[config.mk]
export PLATFORM = sky130hd
export DESIGN_NAME = regfile_multiport
export DESIGN_NICKNAME = d
export VERILOG_FILES = /design/src/rtl/regfile_pkg.sv /design/src/rtl/regfile_scoreboard.sv /design/src/rtl/regfile_multiport.sv
export SDC_FILE = /design/constraint.sdc
export NUM_CORES = 2
export LEC_CHECK = 0
export CAP_MARGIN = 20
export CORE_ASPECT_RATIO = 0.7
export CORE_MARGIN = 2
export CORE_UTILIZATION = 34
export DETAILED_ROUTE_END_ITERATION = 10
export PLACE_DENSITY_LB_ADDON = 0.05
export SLEW_MARGIN = 0
export SYNTH_ARGS = -nofsm -noshare
export SYNTH_HDL_FRONTEND = slang
export SYNTH_SLANG_ARGS = --single-unit
[constraint.sdc]
create_clock -name clk -period 17.7 [get_ports clk]
set_input_delay 5.31 -clock clk [delete_from_list [all_inputs] [get_ports clk]]
set_output_delay 5.31 -clock clk [all_outputs]
set_load 0.05 [all_outputs]
[src/rtl/regfile_pkg.sv]
// Shared definitions for the multi-port register file: default geometry,
// register address type and the write-port priority picker used by both the
// array write path and the read bypass.
package regfile_pkg;

    localparam int XLEN_DEF  = 32;
    localparam int NREGS_DEF = 32;

    // Upper bound on write ports handled by the priority picker.
    localparam int MAX_WR = 8;
    localparam int PORT_W = 3;

    typedef logic [$clog2(NREGS_DEF)-1:0] reg_addr_t;

    typedef struct packed {
        logic              found;
        logic [PORT_W-1:0] port;
    } wr_win_t;

    // Given a mask of write ports hitting one address, return the winner.
    // Later iterations overwrite earlier ones, so the highest index wins.
    function automatic wr_win_t pick_write_port(input logic [MAX_WR-1:0] hit);
        wr_win_t w;
        w = '0;
        for (int j = 0; j < MAX_WR; j++) begin
            if (hit[j]) begin
                w.found = 1'b1;
                w.port  = PORT_W'(j);
            end
        end
        return w;
    endfunction

endpackage

[src/rtl/regfile_scoreboard.sv]
// Pending-write scoreboard: one busy bit per architectural register plus a
// registered count of set bits, maintained incrementally from the next state.
module regfile_scoreboard
    import regfile_pkg::*;
#(
    parameter  int NREGS = NREGS_DEF,
    localparam int AW    = $clog2(NREGS)
) (
    input  logic             clk,
    input  logic             rstn,
    input  logic             issue_en,
    input  logic [AW-1:0]    issue_addr,
    input  logic [NREGS-1:0] clr,
    output logic [NREGS-1:0] busy,
    output logic [AW:0]      busy_count
);

    localparam int CW = AW + 1;

    logic [NREGS-1:0] busy_nxt;
    logic [CW-1:0]    set_cnt;
    logic [CW-1:0]    clr_cnt;
    logic [CW-1:0]    count_nxt;

    // Next busy vector: issue wins over a same-cycle clear, r0 never busy.
    always_comb begin
        busy_nxt = busy;
        set_cnt  = '0;
        clr_cnt  = '0;
        for (int r = 1; r < NREGS; r++) begin
            busy_nxt[r] = (issue_en && (issue_addr == AW'(r))) || (busy[r] && !clr[r]);
        end
        busy_nxt[0] = 1'b0;
        for (int r = 0; r < NREGS; r++) begin
            if (busy_nxt[r] && !busy[r]) set_cnt = set_cnt + CW'(1);
            if (busy[r] && !busy_nxt[r]) clr_cnt = clr_cnt + CW'(1);
        end
        count_nxt = busy_count + set_cnt - clr_cnt;
    end

    // Busy vector and count register; reset clears everything at once.
    always_ff @(posedge clk or negedge rstn) begin
        if (!rstn) begin
            busy       <= '0;
            busy_count <= '0;
        end else begin
            busy       <= busy_nxt;
            busy_count <= count_nxt;
        end
    end

endmodule

[src/rtl/regfile_multiport.sv]
// Multi-port integer register file with hardwired r0 and a pending-write
// scoreboard. Optional same-cycle write-to-read bypass: REGFILE_BYPASS_EN.
module regfile_multiport
    import regfile_pkg::*;
#(
    parameter  int XLEN  = XLEN_DEF,
    parameter  int NREGS = NREGS_DEF,
    parameter  int NRD   = 2,
    parameter  int NWR   = 2,
    localparam int AW    = $clog2(NREGS)
) (
    input  logic                      clk,
    input  logic                      rstn,
    input  logic [NRD-1:0][AW-1:0]    ReadAddr,
    output logic [NRD-1:0][XLEN-1:0]  ReadData,
    output logic [NRD-1:0]            ReadBusy,
    input  logic [NWR-1:0]            WriteEn,
    input  logic [NWR-1:0][AW-1:0]    WriteAddr,
    input  logic [NWR-1:0][XLEN-1:0]  WriteData,
    input  logic                      IssueEn,
    input  logic [AW-1:0]             IssueAddr,
    output logic [AW:0]               BusyCount
);

    logic [XLEN-1:0]  mem    [NREGS];
    logic [XLEN-1:0]  wr_val [NREGS];
    logic [NREGS-1:0] wr_hit;
    logic [NREGS-1:0] busy;

    // Data of the write port selected by the priority picker.
    function automatic logic [XLEN-1:0] wr_data_of(input logic [PORT_W-1:0] p);
        logic [XLEN-1:0] v;
        v = '0;
        for (int j = 0; j < NWR; j++) begin
            if (p == PORT_W'(j)) v = WriteData[j];
        end
        return v;
    endfunction

    // Ports (up to MAX_WR) hitting a given address this cycle.
    function automatic logic [MAX_WR-1:0] wr_hits(input logic [AW-1:0] a);
        logic [MAX_WR-1:0] h;
        h = '0;
        for (int j = 0; j < NWR; j++) begin
            h[j] = WriteEn[j] && (WriteAddr[j] == a);
        end
        return h;
    endfunction

    // Per-register write resolution; r0 is never a target.
    always_comb begin
        wr_win_t w;
        for (int r = 0; r < NREGS; r++) begin
            wr_hit[r] = 1'b0;
            wr_val[r] = '0;
            w = pick_write_port(wr_hits(AW'(r)));
            if (w.found && (r != 0)) begin
                wr_hit[r] = 1'b1;
                wr_val[r] = wr_data_of(w.port);
            end
        end
    end

    // Data array; mem[0] is only ever cleared so it stays zero.
    always_ff @(posedge clk or negedge rstn) begin
        if (!rstn) begin
            for (int r = 0; r < NREGS; r++) mem[r] <= '0;
        end else begin
            for (int r = 1; r < NREGS; r++) begin
                if (wr_hit[r]) mem[r] <= wr_val[r];
            end
        end
    end

    regfile_scoreboard #(
        .NREGS (NREGS)
    ) u_scoreboard (
        .clk        (clk),
        .rstn       (rstn),
        .issue_en   (IssueEn),
        .issue_addr (IssueAddr),
        .clr        (wr_hit),
        .busy       (busy),
        .busy_count (BusyCount)
    );

    // Combinational read ports, with optional same-cycle write forwarding.
    always_comb begin
        logic [AW-1:0] a;
        wr_win_t       bw;
        for (int i = 0; i < NRD; i++) begin
            a           = ReadAddr[i];
            ReadData[i] = mem[a];
            ReadBusy[i] = busy[a];
            bw          = pick_write_port(wr_hits(a));
            if (a == '0) begin
                ReadData[i] = '0;
                ReadBusy[i] = 1'b0;
            end
`ifdef REGFILE_BYPASS_EN
            else if (bw.found) begin
                ReadData[i] = wr_data_of(bw.port);
                ReadBusy[i] = 1'b0;
            end
`endif
        end
    end

endmodule

# Word level (Yosys, flattened, before mapping)
# Index checks and enable logic that the tools add are counted.
word_totals:
  regBits: 1029
  input_bits: 94
  out_inout_bits: 72
  wordCells: 830
op_classes:
  n_reduce_logical: 343
  magnitude_cmp: 4
  n_eq_ne: 124
  addsub: 62
  muxes: 262
  n_bitwise: 2
ops:
  columns: ["operator", "count"]
  rows:
  - ["2-to-1 mux 32 bit", 99]
  - ["2-to-1 mux 6 bit", 60]
  - ["adder 6 x 1 -> 6 bit (second input constant)", 58]
  - ["binary-select mux 32 bit (select 5 bit)", 2]
  - ["2-to-1 mux 4 bit", 62]
  - ["== test 5 bit (second input constant)", 48]
  - ["logical AND 1 bit", 186]
  - ["== test 5 x 4 -> 1 bit (second input constant)", 24]
  - ["== test 3 x 1 -> 1 bit (second input constant)", 31]
  - ["logical NOT 1 bit", 93]
  - ["logical NOT 3 bit", 31]
  - ["== test 5 x 3 -> 1 bit (second input constant)", 12]
  - ["2-to-1 mux 1 bit", 37]
  - ["logical OR 1 bit", 31]
  - ["== test 5 x 2 -> 1 bit (second input constant)", 6]
  - ["== test 5 x 1 -> 1 bit (second input constant)", 3]
  - ["greater-or-equal comparator 6 bit (second input constant)", 2]
  - ["< comparator 5 x 6 -> 1 bit (second input constant)", 2]
  - ["inverter 5 -> 6 bit", 2]
  - ["binary-select mux 1 bit (select 5 bit)", 2]
  - ["logical NOT 5 bit", 2]
  - ["adder 6 bit", 1]
  - ["subtractor 6 bit", 1]
  - ["adder 1 x 1 -> 2 bit (second input constant)", 2]

# Logic depth before layout (Yosys ltp)
logic_depth:
  ltp_word: 72
  ltp_mapped: 111
  ltp_nobuf: 109

# By module
# A second synthesis with hierarchy kept.
unflattened:
  cells_unflattened: 7103
  area_unflattened_um2: 71150.7
modules_own_cells:
  columns: ["mod", "cells_per_inst", "area_each_um2", "n_inst", "seq_area_each_um2"]
  rows:
  - ["regfile_multiport", 6012, 62884.1, 1, 24823.8]
  - ["regfile_scoreboard", 1091, 8266.7, 1, 925.9]

# Worst setup path before layout
# OpenSTA, ideal clock, no wires.
synth_path:
  path_kind: "input-to-reg"
  start: "input port WriteAddr[4] (netlist bit)"
  end: "register u_scoreboard.busy_count[5]"
  stages: 109
  arrival_time_ns: 23.826
  n_path_buf: 1
  required_ns: 17.620
  setup_slack_ns: -6.206
  setup_ns: 0.080
  path_cell_list: "buf_2 or4b_4 nor2_1 o211ai_1 ha_1 inv_1 nand3_1 nand2_1 ha_1 nand2_1 o31ai_1 ha_1 and3_1 a31o_2 ha_1 inv_1 a211oi_1 a21o_1 [73 not listed] mux2i_1 inv_1 ha_1 nor2_1 a21oi_1 ha_1 mux2_2 ha_1 nand2_1 nand2_1 fa_1 inv_1 ha_1 a21o_1 a21oi_1 o21bai_1 a21oi_1 xnor2_1"
synth_via:
  elab_chain_cells: 72
  elab_cells_between_ends: 465
  cone_classes: "add/sub (62); eq/ne (31); mux (155); reduce/logical (217)"
synth_rtl:
  columns: ["item", "line", "rtl"]
  rows:
  - ["start: declaration", "regfile_multiport.sv:18", "input logic [NWR-1:0][AW-1:0] WriteAddr,"]
  - ["== test 5 x 1 -> 1 bit", "regfile_multiport.sv:45", "h[j] = WriteEn[j] && (WriteAddr[j] == a);"]
  - ["logical AND 1 bit", "regfile_multiport.sv:45", null]
  - ["2-to-1 mux 4 bit (2 in series)", "regfile_pkg.sv:26", "if (hit[j]) begin"]
  - ["2-to-1 mux 1 bit", "regfile_multiport.sv:57", "if (w.found && (r != 0)) begin"]
  - ["logical NOT 1 bit", "regfile_scoreboard.sv:31", "busy_nxt[r] = (issue_en && (issue_addr == AW'(r))) || (busy[r] && !clr[r]);"]
  - ["logical AND 1 bit", "regfile_scoreboard.sv:31", null]
  - ["logical OR 1 bit", "regfile_scoreboard.sv:31", null]
  - ["logical AND 1 bit or logical NOT 1 bit (tied branches)", "regfile_scoreboard.sv:35, regfile_scoreboard.sv:36", null]
  - ["[56 not listed]", null, null]
  - ["2-to-1 mux 6 bit or adder 6 x 1 -> 6 bit (tied branches)", "regfile_scoreboard.sv:35, regfile_scoreboard.sv:36", null]
  - ["adder 6 x 1 -> 6 bit or 2-to-1 mux 6 bit (tied branches)", "regfile_scoreboard.sv:35, regfile_scoreboard.sv:36", null]
  - ["2-to-1 mux 6 bit or adder 6 x 1 -> 6 bit (tied branches)", "regfile_scoreboard.sv:35, regfile_scoreboard.sv:36", null]
  - ["adder 6 x 1 -> 6 bit or 2-to-1 mux 6 bit (tied branches)", "regfile_scoreboard.sv:35, regfile_scoreboard.sv:36", null]
  - ["2-to-1 mux 6 bit or adder 6 x 1 -> 6 bit (tied branches)", "regfile_scoreboard.sv:35, regfile_scoreboard.sv:36", null]
  - ["adder 6 bit or 2-to-1 mux 6 bit (tied branches)", "regfile_scoreboard.sv:38, regfile_scoreboard.sv:36", null]
  - ["subtractor 6 bit (*)", "regfile_scoreboard.sv:38", "count_nxt = busy_count + set_cnt - clr_cnt;"]
  - ["net u_scoreboard.count_nxt[5]", "regfile_scoreboard.sv:23", "logic [CW-1:0] count_nxt;"]
  - ["end signal: assignment", "regfile_scoreboard.sv:48", "busy_count <= count_nxt;"]
  - ["end: declaration", "regfile_scoreboard.sv:15", "output logic [AW:0] busy_count"]
# The timed path passes the listed nets; every way through them passes the cells marked *.
# A chain may end at the register's enable or synchronous reset.

# Worst setup path in the final report
layout_path:
  start: "input port WriteAddr[7] (netlist bit)"
  end: "register u_scoreboard.busy_count[5]"
layout_via:
  elab_chain_cells: 71
  elab_cells_between_ends: 434
  cone_classes: "add/sub (62); eq/ne (31); mux (124); reduce/logical (217)"
layout_rtl:
  columns: ["item", "line"]
  rows:
  - ["== test 5 x 1 -> 1 bit", "regfile_multiport.sv:45"]
  - ["logical AND 1 bit", "regfile_multiport.sv:45"]
  - ["2-to-1 mux 4 bit", "regfile_pkg.sv:26"]
  - ["2-to-1 mux 1 bit", "regfile_multiport.sv:57"]
  - ["logical NOT 1 bit", "regfile_scoreboard.sv:31"]
  - ["logical AND 1 bit", "regfile_scoreboard.sv:31"]
  - ["logical OR 1 bit", "regfile_scoreboard.sv:31"]
  - ["logical AND 1 bit or logical NOT 1 bit (tied branches)", "regfile_scoreboard.sv:35, regfile_scoreboard.sv:36"]
  - ["[56 not listed]", null]
  - ["2-to-1 mux 6 bit or adder 6 x 1 -> 6 bit (tied branches)", "regfile_scoreboard.sv:35, regfile_scoreboard.sv:36"]
  - ["adder 6 x 1 -> 6 bit or 2-to-1 mux 6 bit (tied branches)", "regfile_scoreboard.sv:35, regfile_scoreboard.sv:36"]
  - ["2-to-1 mux 6 bit or adder 6 x 1 -> 6 bit (tied branches)", "regfile_scoreboard.sv:35, regfile_scoreboard.sv:36"]
  - ["adder 6 x 1 -> 6 bit or 2-to-1 mux 6 bit (tied branches)", "regfile_scoreboard.sv:35, regfile_scoreboard.sv:36"]
  - ["2-to-1 mux 6 bit or adder 6 x 1 -> 6 bit (tied branches)", "regfile_scoreboard.sv:35, regfile_scoreboard.sv:36"]
  - ["adder 6 bit or 2-to-1 mux 6 bit (tied branches)", "regfile_scoreboard.sv:38, regfile_scoreboard.sv:36"]
  - ["subtractor 6 bit (*)", "regfile_scoreboard.sv:38"]
  - ["net u_scoreboard.count_nxt[5]", "regfile_scoreboard.sv:23"]
# Marked as above.

==> results.toml <==
[timing]
max_slew_margin = 0.153
drv_slew = 0
period_share = 1.29
tightest_slew_ns = 1.27
setup_ws_ns = -5.05
tns_ns = -24.33
period_needed_ns = 22.75
finalSetupViolCount = 5
hold_viol = 0
finalClockSkew_ns = 0.0112
rsz0062_at_grt = "yes"
fmax_mhz = 44.0

[logic_synthesis]
yosysUniqueCellTypes = 97
ys_ff_latch = 1029
synth_edf_count = 0
syn_area_um2 = 68600
syn_inst = 6363
synthArstFlopShare = 1.00
synth_top_area_share = 0.375
yosys_warnings = 32
post_synth_most_frequent_cells = "dfrtp_1 (1029), mux2i_1 (998), nand2_1 (733), o21ai_0 (626), mux4_2 (594)"
avgSynthCellArea_um2 = 10.8
seq_area_frac_synth = 0.375
synth_most_common_cell = "dfrtp_1"
synth_top_area_cell = "dfrtp_1"
synthTopCellsByArea = "dfrtp_1 (38%), mux4_2 (19%), mux2i_1 (15%)"
synth_ff_type = "dfrtp_1"

[critical_path]
crit_type = "in -> reg"
critPathCaptureType = "flip-flop"
critPathMostFrequentCell = "ha_4"
crit_path_top_delay_cell = "or4b_4"
worstPathRequired_ns = 18.39
slowest_delay_ns = 0.58
cp_max_fo = 4
crit_arrival_ns = 23.44
worstSetupStartpointType = "input pin"

[cells_and_area]
nets = 6608
fill_cells = 19200
multi_input_comb_area_um2 = 41200
fin_cells = 9184
drive_gt1_frac = 0.249
regArea_um2 = 25700
layout-area-overhead-vs-synth_pct = 16.6

[routing]
drtPass1Iterations = 6
wl_per_cell_um = 33.8
drt_first_iter_violations = 6291
vias = 54900
routed_wl_um = 310000
antenna_left = 0
vias_per_cell = 5.98
drc = 0

[clock_network]
cts.clk_slew.worst_paths_ns = 0.06
ctsHoldBuffers = 0
clock_latency_ns = 0.78
cts_buffer_depth = 3
h-tree-depth = 3
tritoncts = "done"
root_buffer = "clkbuf_16"
numCtsBuffers = 117
clkSinkCount = 1029

[placed_design]
gp_routability_congestion = 0.871
dp_hpwl_um = 176000
place_inst = 8927
port_buffers = 165

[floorplanning]
fp.dieW_um = 541
rows = 137
ios = 166
dieArea_um2 = 206000
dieHeight_um = 380
initial_core_util = 0.343
coreArea_um2 = 200000

[power_and_ir_drop]
leakage_nw = 34.9
p_per_area_nw_per_um2 = 115
max-vdd-ir-drop_mv = 0.112

[outcome]
status = "finished with violations"
failed_checks = "setup timing"

[grt]
met1_usage = 0.466
use_met2 = 0.426
grt_pass1_vias = 52400
grtUsageMet3 = 0.0526
grt_busiest_layer = "met1"
grt_pass1_wl_um = 435000
globalRouteOverflowTotal = 0
antenna_found_initial = 14
grt_start_max_net_pins = 151
track_usage = 0.298

[run]
cap_viol_max_count = 0

[worst_hold_path]
hold_class = "reg -> reg"
## routing by layer
layer / share of wire / vias up
met1: 0.48 / 28800
met5: 0.000087 / -
met3: 0.079 / 354
met4: 0.021 / 4
met2: 0.42 / 2291
li1: - / 23500
## kinds of logic after synthesis
| family | synth area share |
|---|---|
| flops | 0.375 |
| fa+ha+maj | 0.0135 |
| other cells | 0.000109 |
| xor+xnor | 0.0183 |
| mux | 0.362 |
| compound gates | 0.103 |
| buf+inv | 0.0422 |
| simple gates | 0.0858 |
## final timing paths
check	depth (start not counted)	startpoint	end	slack, ns
max	110	WriteAddr[7]	u_scoreboard.busy_count[5]	-5.05
min reg2reg	2	mem[255]	mem[255]	0.59
min in group asynchronous	1	rstn	u_scoreboard.busy[8]	4.49
max in group asynchronous	4	rstn	mem[152]	10.10
max reg2reg	107	u_scoreboard.busy[2]	u_scoreboard.busy_count[5]	-0.12
min	2	mem[255]	mem[255]	0.59
## state kept, by name (all words and copies together) (netlist names)
signal,flops
mem,992
u_scoreboard.busy,31
u_scoreboard.busy_count,6
## per-stage QoR
step	setup slack, ns	area, µm²	hold WS, ns	power [mW]	util
2_1_floorplan	-5.48	68900	0.500	5.48	-
3_3_place_gp	-6.46	75200	0.562	6.43	0.376
3_5_place_dp	-6.57	75300	0.577	6.49	0.377
4_1_cts	-5.29	79500	0.593	9.18	0.398
5_1_grt	-5.80	80100	0.611	9.71	0.401
6_report	-5.05	80100	0.588	9.24	0.401
## report_power, final
group	switching [mW]	total, mW	internal [mW]
Clock	1.15	2.64	1.49
Sequential	0.493	3.48	2.98
Combinational	1.49	3.12	1.63
Total	3.14	9.24	6.10
## final cells by class
class                           count  area share
Sequential cell                  1029       0.322
Inverter                           67     0.00317
Tap cell                         2641      0.0413
Clock inverter                     44     0.00700
Antenna cell                        3   0.0000938
Timing Repair Buffer              656      0.0694
Clock buffer                      172      0.0429
Multi-Input combinational cell   4572       0.514
## critical path, delay by kind of cell
kind	cells	cell delay [ns]
XOR/XNOR	1	0.13
adder cells (fa/ha/maj)	31	8.52
AND/OR/NAND/NOR	30	3.03
AO/OA/AOI/OAI	31	4.46
buffers and inverters	12	0.86
multiplexers	5	1.09
## layout by cell type (no fill, tap or decap), types with 33 or more instances in the layout
cell             instances
a21oi_1                394
a22o_1                  72
buf_4                  476
clkbuf_16              118
clkdlybuf4s50_1        136
dfrtp_1               1029
ha_1                    45
inv_1                   54
mux2_2                 131
mux2i_1                997
mux4_2                 594
nand2_1                696
nand2_4                 33
nor2_1                 440
nor2_4                  39
o21ai_0                625
xnor2_1                 63
xor2_1                  33
## what timing repair did
action / in CTS / in global routing
resized for setup: 21 / 87
pin swaps: 32 / 62
setup endpoints to repair: 5 / 5
endpoints found under the hold margin: 0 / 0
buffers inserted: 18 / 20
No activity file was read; power rests on OpenSTA's default activity.
